File: src/rtl/prod_accumulator.sv
// Sums N_TERMS unsigned 8-bit products behind valid/ready handshakes on both sides.
// Define PROD_ACC_SATURATE_EN to clamp the sum at 2^ACC_W-1 instead of wrapping.
module prod_accumulator #(
  parameter int N_TERMS = 4,
  parameter int ACC_W   = 10
) (
  input  logic             clk,
  input  logic             rst,
  input  logic             in_valid,
  output logic             in_ready,
  input  logic [7:0]       in_p,
  input  logic             clear,
  output logic             out_valid,
  input  logic             out_ready,
  output logic [ACC_W-1:0] out_sum,
  output logic             overflow
);

  localparam logic [7:0] LAST_CNT = 8'(N_TERMS - 1);

  typedef enum logic {ACCUM = 1'b0, HOLD = 1'b1} state_t;

  state_t           r_state;
  state_t           w_state_nxt;
  logic [ACC_W-1:0] r_acc;
  logic [7:0]       r_cnt;
  logic             r_ovf;
  logic             r_out_valid;
  logic [ACC_W-1:0] r_out_sum;
  logic             r_overflow;

  logic             w_accept;
  logic             w_last;
  logic             w_out_hs;
  logic [ACC_W:0]   w_add;
  logic [ACC_W-1:0] w_sum;
  logic             w_carry;

  // Bit ACC_W of the result is the carry-out; the low bits are the new sum.
  function automatic logic [ACC_W:0] add_prod(input logic [ACC_W-1:0] acc,
                                              input logic [7:0]       p);
    logic [ACC_W:0] s;
    s = {1'b0, acc} + (ACC_W+1)'(p);
`ifdef PROD_ACC_SATURATE_EN
    if (s[ACC_W]) s[ACC_W-1:0] = '1;
`endif
    return s;
  endfunction

  assign in_ready  = (r_state == ACCUM);
  assign w_accept  = in_valid && in_ready;
  assign w_last    = (r_cnt == LAST_CNT);
  assign w_out_hs  = r_out_valid && out_ready;
  assign w_add     = add_prod(r_acc, in_p);
  assign w_sum     = w_add[ACC_W-1:0];
  assign w_carry   = w_add[ACC_W];

  assign out_valid = r_out_valid;
  assign out_sum   = r_out_sum;
  assign overflow  = r_overflow;

  always_comb begin
    w_state_nxt = r_state;
    if (clear) begin
      w_state_nxt = ACCUM;
    end else begin
      case (r_state)
        ACCUM:   if (w_accept && w_last) w_state_nxt = HOLD;
        HOLD:    if (w_out_hs)           w_state_nxt = ACCUM;
        default: w_state_nxt = ACCUM;
      endcase
    end
  end

  always_ff @(posedge clk or posedge rst) begin
    if (rst) begin
      r_state     <= ACCUM;
      r_acc       <= '0;
      r_cnt       <= '0;
      r_ovf       <= 1'b0;
      r_out_valid <= 1'b0;
      r_out_sum   <= '0;
      r_overflow  <= 1'b0;
    end else begin
      r_state <= w_state_nxt;
      // clear outranks both handshakes; a beat arriving with it is dropped
      if (clear) begin
        r_acc       <= '0;
        r_cnt       <= '0;
        r_ovf       <= 1'b0;
        r_out_valid <= 1'b0;
        r_overflow  <= 1'b0;
      end else if (w_accept) begin
        if (w_last) begin
          r_out_sum   <= w_sum;
          r_overflow  <= r_ovf | w_carry;
          r_out_valid <= 1'b1;
          r_acc       <= '0;
          r_cnt       <= '0;
          r_ovf       <= 1'b0;
        end else begin
          r_acc <= w_sum;
          r_cnt <= r_cnt + 8'd1;
          r_ovf <= r_ovf | w_carry;
        end
      end else if (w_out_hs) begin
        r_out_valid <= 1'b0;
      end
    end
  end

endmodule

File: config.mk
export PLATFORM = sky130hd
export DESIGN_NAME = prod_accumulator
export DESIGN_NICKNAME = d
export VERILOG_FILES = /design/src/rtl/prod_accumulator.sv
export SDC_FILE = /design/constraint.sdc
export NUM_CORES = 1
export LEC_CHECK = 0
export BUFFER_PORTS_ARGS = -buffer_cell sky130_fd_sc_hd__buf_2
export CORE_ASPECT_RATIO = 1.2
export CORE_UTILIZATION = 55
export CTS_CLUSTER_DIAMETER = 150
export DETAILED_ROUTE_END_ITERATION = 8
export PLACE_DENSITY = 0.77
export SLEW_MARGIN = 0
export SYNTH_ARGS = -nofsm -noshare
export SYNTH_HDL_FRONTEND = slang
export SYNTH_SLANG_ARGS = --single-unit
File: constraint.sdc
create_clock -name clk -period 2.56 [get_ports clk]
set_input_delay 0.128 -clock clk [delete_from_list [all_inputs] [get_ports clk]]
set_output_delay 0.128 -clock clk [all_outputs]
set_load 0.05 [all_outputs]
==> results <==
- The flow ran to the end, and the final reports show no timing, DRC or antenna violations.
- The number of nets in the synthesized netlist is 204.
- After clock tree synthesis, the setup repair step added 0 buffers.
- The final-report max-slew violation count came to 0.
- For this design, the sink count on the clock tree is 32.
- The area growth from synthesis to layout is 15.15%.
- The final instance area is 2044 um^2.
- The first-pass GRT wire length is 6.755 mm.
- The number of antenna diodes is 0.
- Counting the fill cells in the layout gives 235.
- The detailed-route vias per instance is 6.154.
- The number of nets in the final layout is 239.
- Dividing the synthesized area by the synthesized cell count gives 9.809 um^2.
- The DRC violation count after routing is 0.
- STA classifies the critical path endpoint as a flop.
- At the pin with the least slew margin, the transition time is 0.6400 ns.
- The cell at the root of the clock tree is clkbuf_4.
- The worst hold path passes through 4 cells.
- The final setup skew is 0.01073 ns.
- TritonCTS built the clock tree.
- The iteration-0 DRC count of the detailed router is 58.
- The via count of the first global-routing pass is 1,555.
- The worst reg-to-reg setup slack is 0.16 ns.
- The Yosys step of the flow raised 0 warnings.
- The clock period minus worst slack is 2.396 ns.
- The pre-antenna-repair detailed-routing pass consisted of 4 iterations.
- The final cycle utilization of the critical path is 93.60%.
- Summing the sequential cell areas from Yosys gives 45.10% of the chip area.
- Counting flops with a built-in enable in the synthesized netlist gives 0.
- In the synthesized netlist, the number of instances is 181.
- The final estimated routing congestion in global placement is 0.9223.
- Summing all multi-input logic gate instances after layout gives 918.4 um^2.
- After synthesis, the netlist uses 42 different library cells.
- The count of port buffers added during placement is 25.
- Measured on the finished design, the core utilization comes to 66.91%.
- The area of the die is 3460 um^2.
- The initial standard-cell utilization of the core is 58.11%.
- The startpoint identified for the worst hold timing path is out_ready.
- The worst-case clock buffer depth is 2.
- The design draws 1.331 mW.
- In this run the remaining antenna-violating nets after routing total 0.
- The instance area after placement is 1976 um^2.
- In the global route stage, overall resource usage came out at 27.08%.
- The worst pin sits at a relative slew slack of 57.33%.
- Across all hold checks on the routed design, the worst slack comes to 0.1168 ns.
- The netlist area before placement is 1775 um^2.
- The final-report hold violation count is 0.
- The worst setup path is launched from a flop.
- The leakage component of the power is 1.003 nW.
- In this run the most used layer during global routing was met2.
- The portion of total power attributed to sequential cells is 44.6%.
- The placeable core region is 3055 um^2.
- The kind of critical path is flop to flop.
- Once detailed placement completed, the half-perimeter wirelength came to 2.908 mm.
- The area fraction in and, or, nand and nor cells after synthesis is 15.93%.
- Cells with a size suffix above 1 make up 23.04% of the layout.
- The post-synthesis share of cell area spent on full adders, half adders and majority gates is 7.470%.
- After synthesis, the share of cell area in mux cells is 2.467%.
- The clock reaches the later pin of the worst-skew pair after 0.35 ns.
- Summed over all layers, the global routing overflow is 0.
- The total number of vias is 1,557.
- Setup repair after global routing left no endpoint under its margin.
- The power density over cell area is 651.0 nW/um^2.
- The relative contribution of the clock network to total power is 23.6%.
- The startpoint identified for the worst register-to-register timing path is r_cnt[0]$_DFFE_PP0N_.
- For this design the total switching power over the nets is 494.2 uW.
- Max-cap violations in this run came to 0.
- TritonCTS created 5 clock buffers.
- After synthesis, the share of flip-flops with an asynchronous set or reset is 100.0%.
- The met2 demand-to-capacity share in global routing is 44.91%.
- The start point of the critical path is r_cnt[0]$_DFFE_PP0N_.
- Counting cells, the worst reg-to-reg path comes to 5.
- The achievable clock frequency is 417.4 MHz.
- The post-CTS clock slew at the launch and capture registers of the worst setup and hold paths is 0.10 ns.
- The standard-cell row count is 22.
- Measured along the y axis, the die boundary spans 64.24 um.
- The peak fanout along the critical path is 10.
- The cell-internal power is 836.7 uW.
- The number of setup violations in the final report is 0.
- Registers take 800.8 um^2.
- The pin count of the biggest net entering global routing is 33.
- The most used flip-flop cell after synthesis is dfrtp_1.
- The xor/xnor cell area share of the yosys netlist is 1.973%.
- The data required time at the worst endpoint is 2.84 ns.
- The maximum level of the CTS H-tree is 2.
- The die span in x is 53.87 um.
- The routing usage on met3 is 5.476%.
- The routed length per instance is 16.07 um.
- The worst vdd rail ir drop is 446.7 uV.
- The combinational family with the most area after synthesis is compound AO/OA/AOI/OAI gates.
- Summing the areas of all compound-gate instances in the mapped netlist gives 23.89% of the synthesized area.
- The I/O pin count is 26.
- The total detailed-routing wirelength is 4.065 mm.
- The initial antenna violation count is 0.
- The switching part of the total is 37.13%.
- Adding up every negative setup slack in the final design gives 0 ns.
- At the worst endpoint, the arrival time is 2.68 ns.
- The flop and latch count out of synthesis is 32.
- For met1 alone, demand over resource in global routing was 31.28%.
- The part of the power in combinational logic is 31.8%.
- The path category of the worst min-delay check is input pin to flop.
-- synth_stat cells, drive strengths merged, types with 3 or more instances --
cell,instances,area [um^2]
a211oi,6,45.04
a21o,4,30.03
a21oi,12,60.06
a22o,7,61.31
and2,3,21.27
clkbuf,5,18.77
dfrtp,32,800.8
ha,9,112.6
inv,7,26.28
mux2,3,33.78
nand2,18,67.56
nand3,6,30.03
nand4,3,18.77
nor2,5,18.77
nor3,4,20.02
o211ai,5,37.54
o21ai,19,95.09
or3,6,38.79
xor2,3,26.28
-- registers in the layout, summed over array words and instances (netlist names) --
| register | count |
|---|---|
| out_sum | 10 |
| r_acc | 10 |
| r_cnt | 8 |
| out_valid | 1 |
| overflow | 1 |
| r_ovf | 1 |
| r_state | 1 |
-- worst max-delay path: stages, from the launching register on --
cell and delay (ns):
dfrtp_1 0.39, ha_1 0.24, or4b_1 0.47, or3_1 0.58
or4_1 0.56, nand3_1 0.09
-- layout make-up --
type                    instances  share of cell area (%)
inverters                       7                   1.285
multi-input cells             136                   44.92
well taps                      36                   2.203
clock buffers                   8                   2.876
repair buffers                 34                   9.547
flip-flops and latches         32                   39.17
-- timing repair --
item,CTS,global route
endpoints found under the hold margin,32,0
resized for setup,0,0
endpoints found under the setup margin,0,0
hold buffers,1,0
-- final timing paths --
path	endpoint
setup / recovery	out_sum[9]$_DFFE_PP0P_
hold / removal	out_valid$_DFFE_PP0P_
setup reg to reg	out_sum[9]$_DFFE_PP0P_
hold reg to reg	out_sum[8]$_DFFE_PP0P_
max in group asynchronous	r_acc[7]$_DFFE_PP0N_
min in group asynchronous	r_cnt[0]$_DFFE_PP0N_
-- power groups by stage --
stage	Combinational [mW]	Sequential (mW)	Clock (mW)
floorplan	0.201	0.720	0
global placement	0.413	0.600	0
detailed placement	0.420	0.604	0
CTS	0.424	0.594	0.317
global route	0.458	0.601	0.331
finish	0.423	0.594	0.314
-- cell usage in the layout (no fill, tap or decap), drive strengths merged, types with 6 or more instances in the layout --
cell and count:
nand2 18, nand3 6, inv 7, o21ai 19, a21oi 12, a211oi 6, a22o 7, ha 9
clkbuf 8, dfrtp 32, buf 33, or3 6
-- layer usage --
layer | share of wire, % | vias up
li1 | - | 750
met4 | 2.0 | 0
met5 | 0 | -
met1 | 43 | 766
met3 | 3.0 | 8
met2 | 52 | 33
-- metrics by stage --
step | worst slack (ns) | std cells
floorplan | 0.4028 | 181
global placement | 0.2586 | 244
detailed placement | 0.1982 | 244
CTS | 0.1694 | 253
global route | 0.05774 | 253
finish | 0.1639 | 253
-- logic make-up (layout without fill, tap and decap cells) --
kind of cell | count (synthesis) | count (layout)
AO/OA/AOI/OAI | 64 | 64
AND/OR/NAND/NOR | 54 | 54
flip-flops | 32 | 32
buffers and inverters | 13 | 49
adder cells (fa/ha/maj) | 10 | 10
XOR/XNOR | 4 | 4
multiplexers | 4 | 4
(Power assumes the default switching activity.)
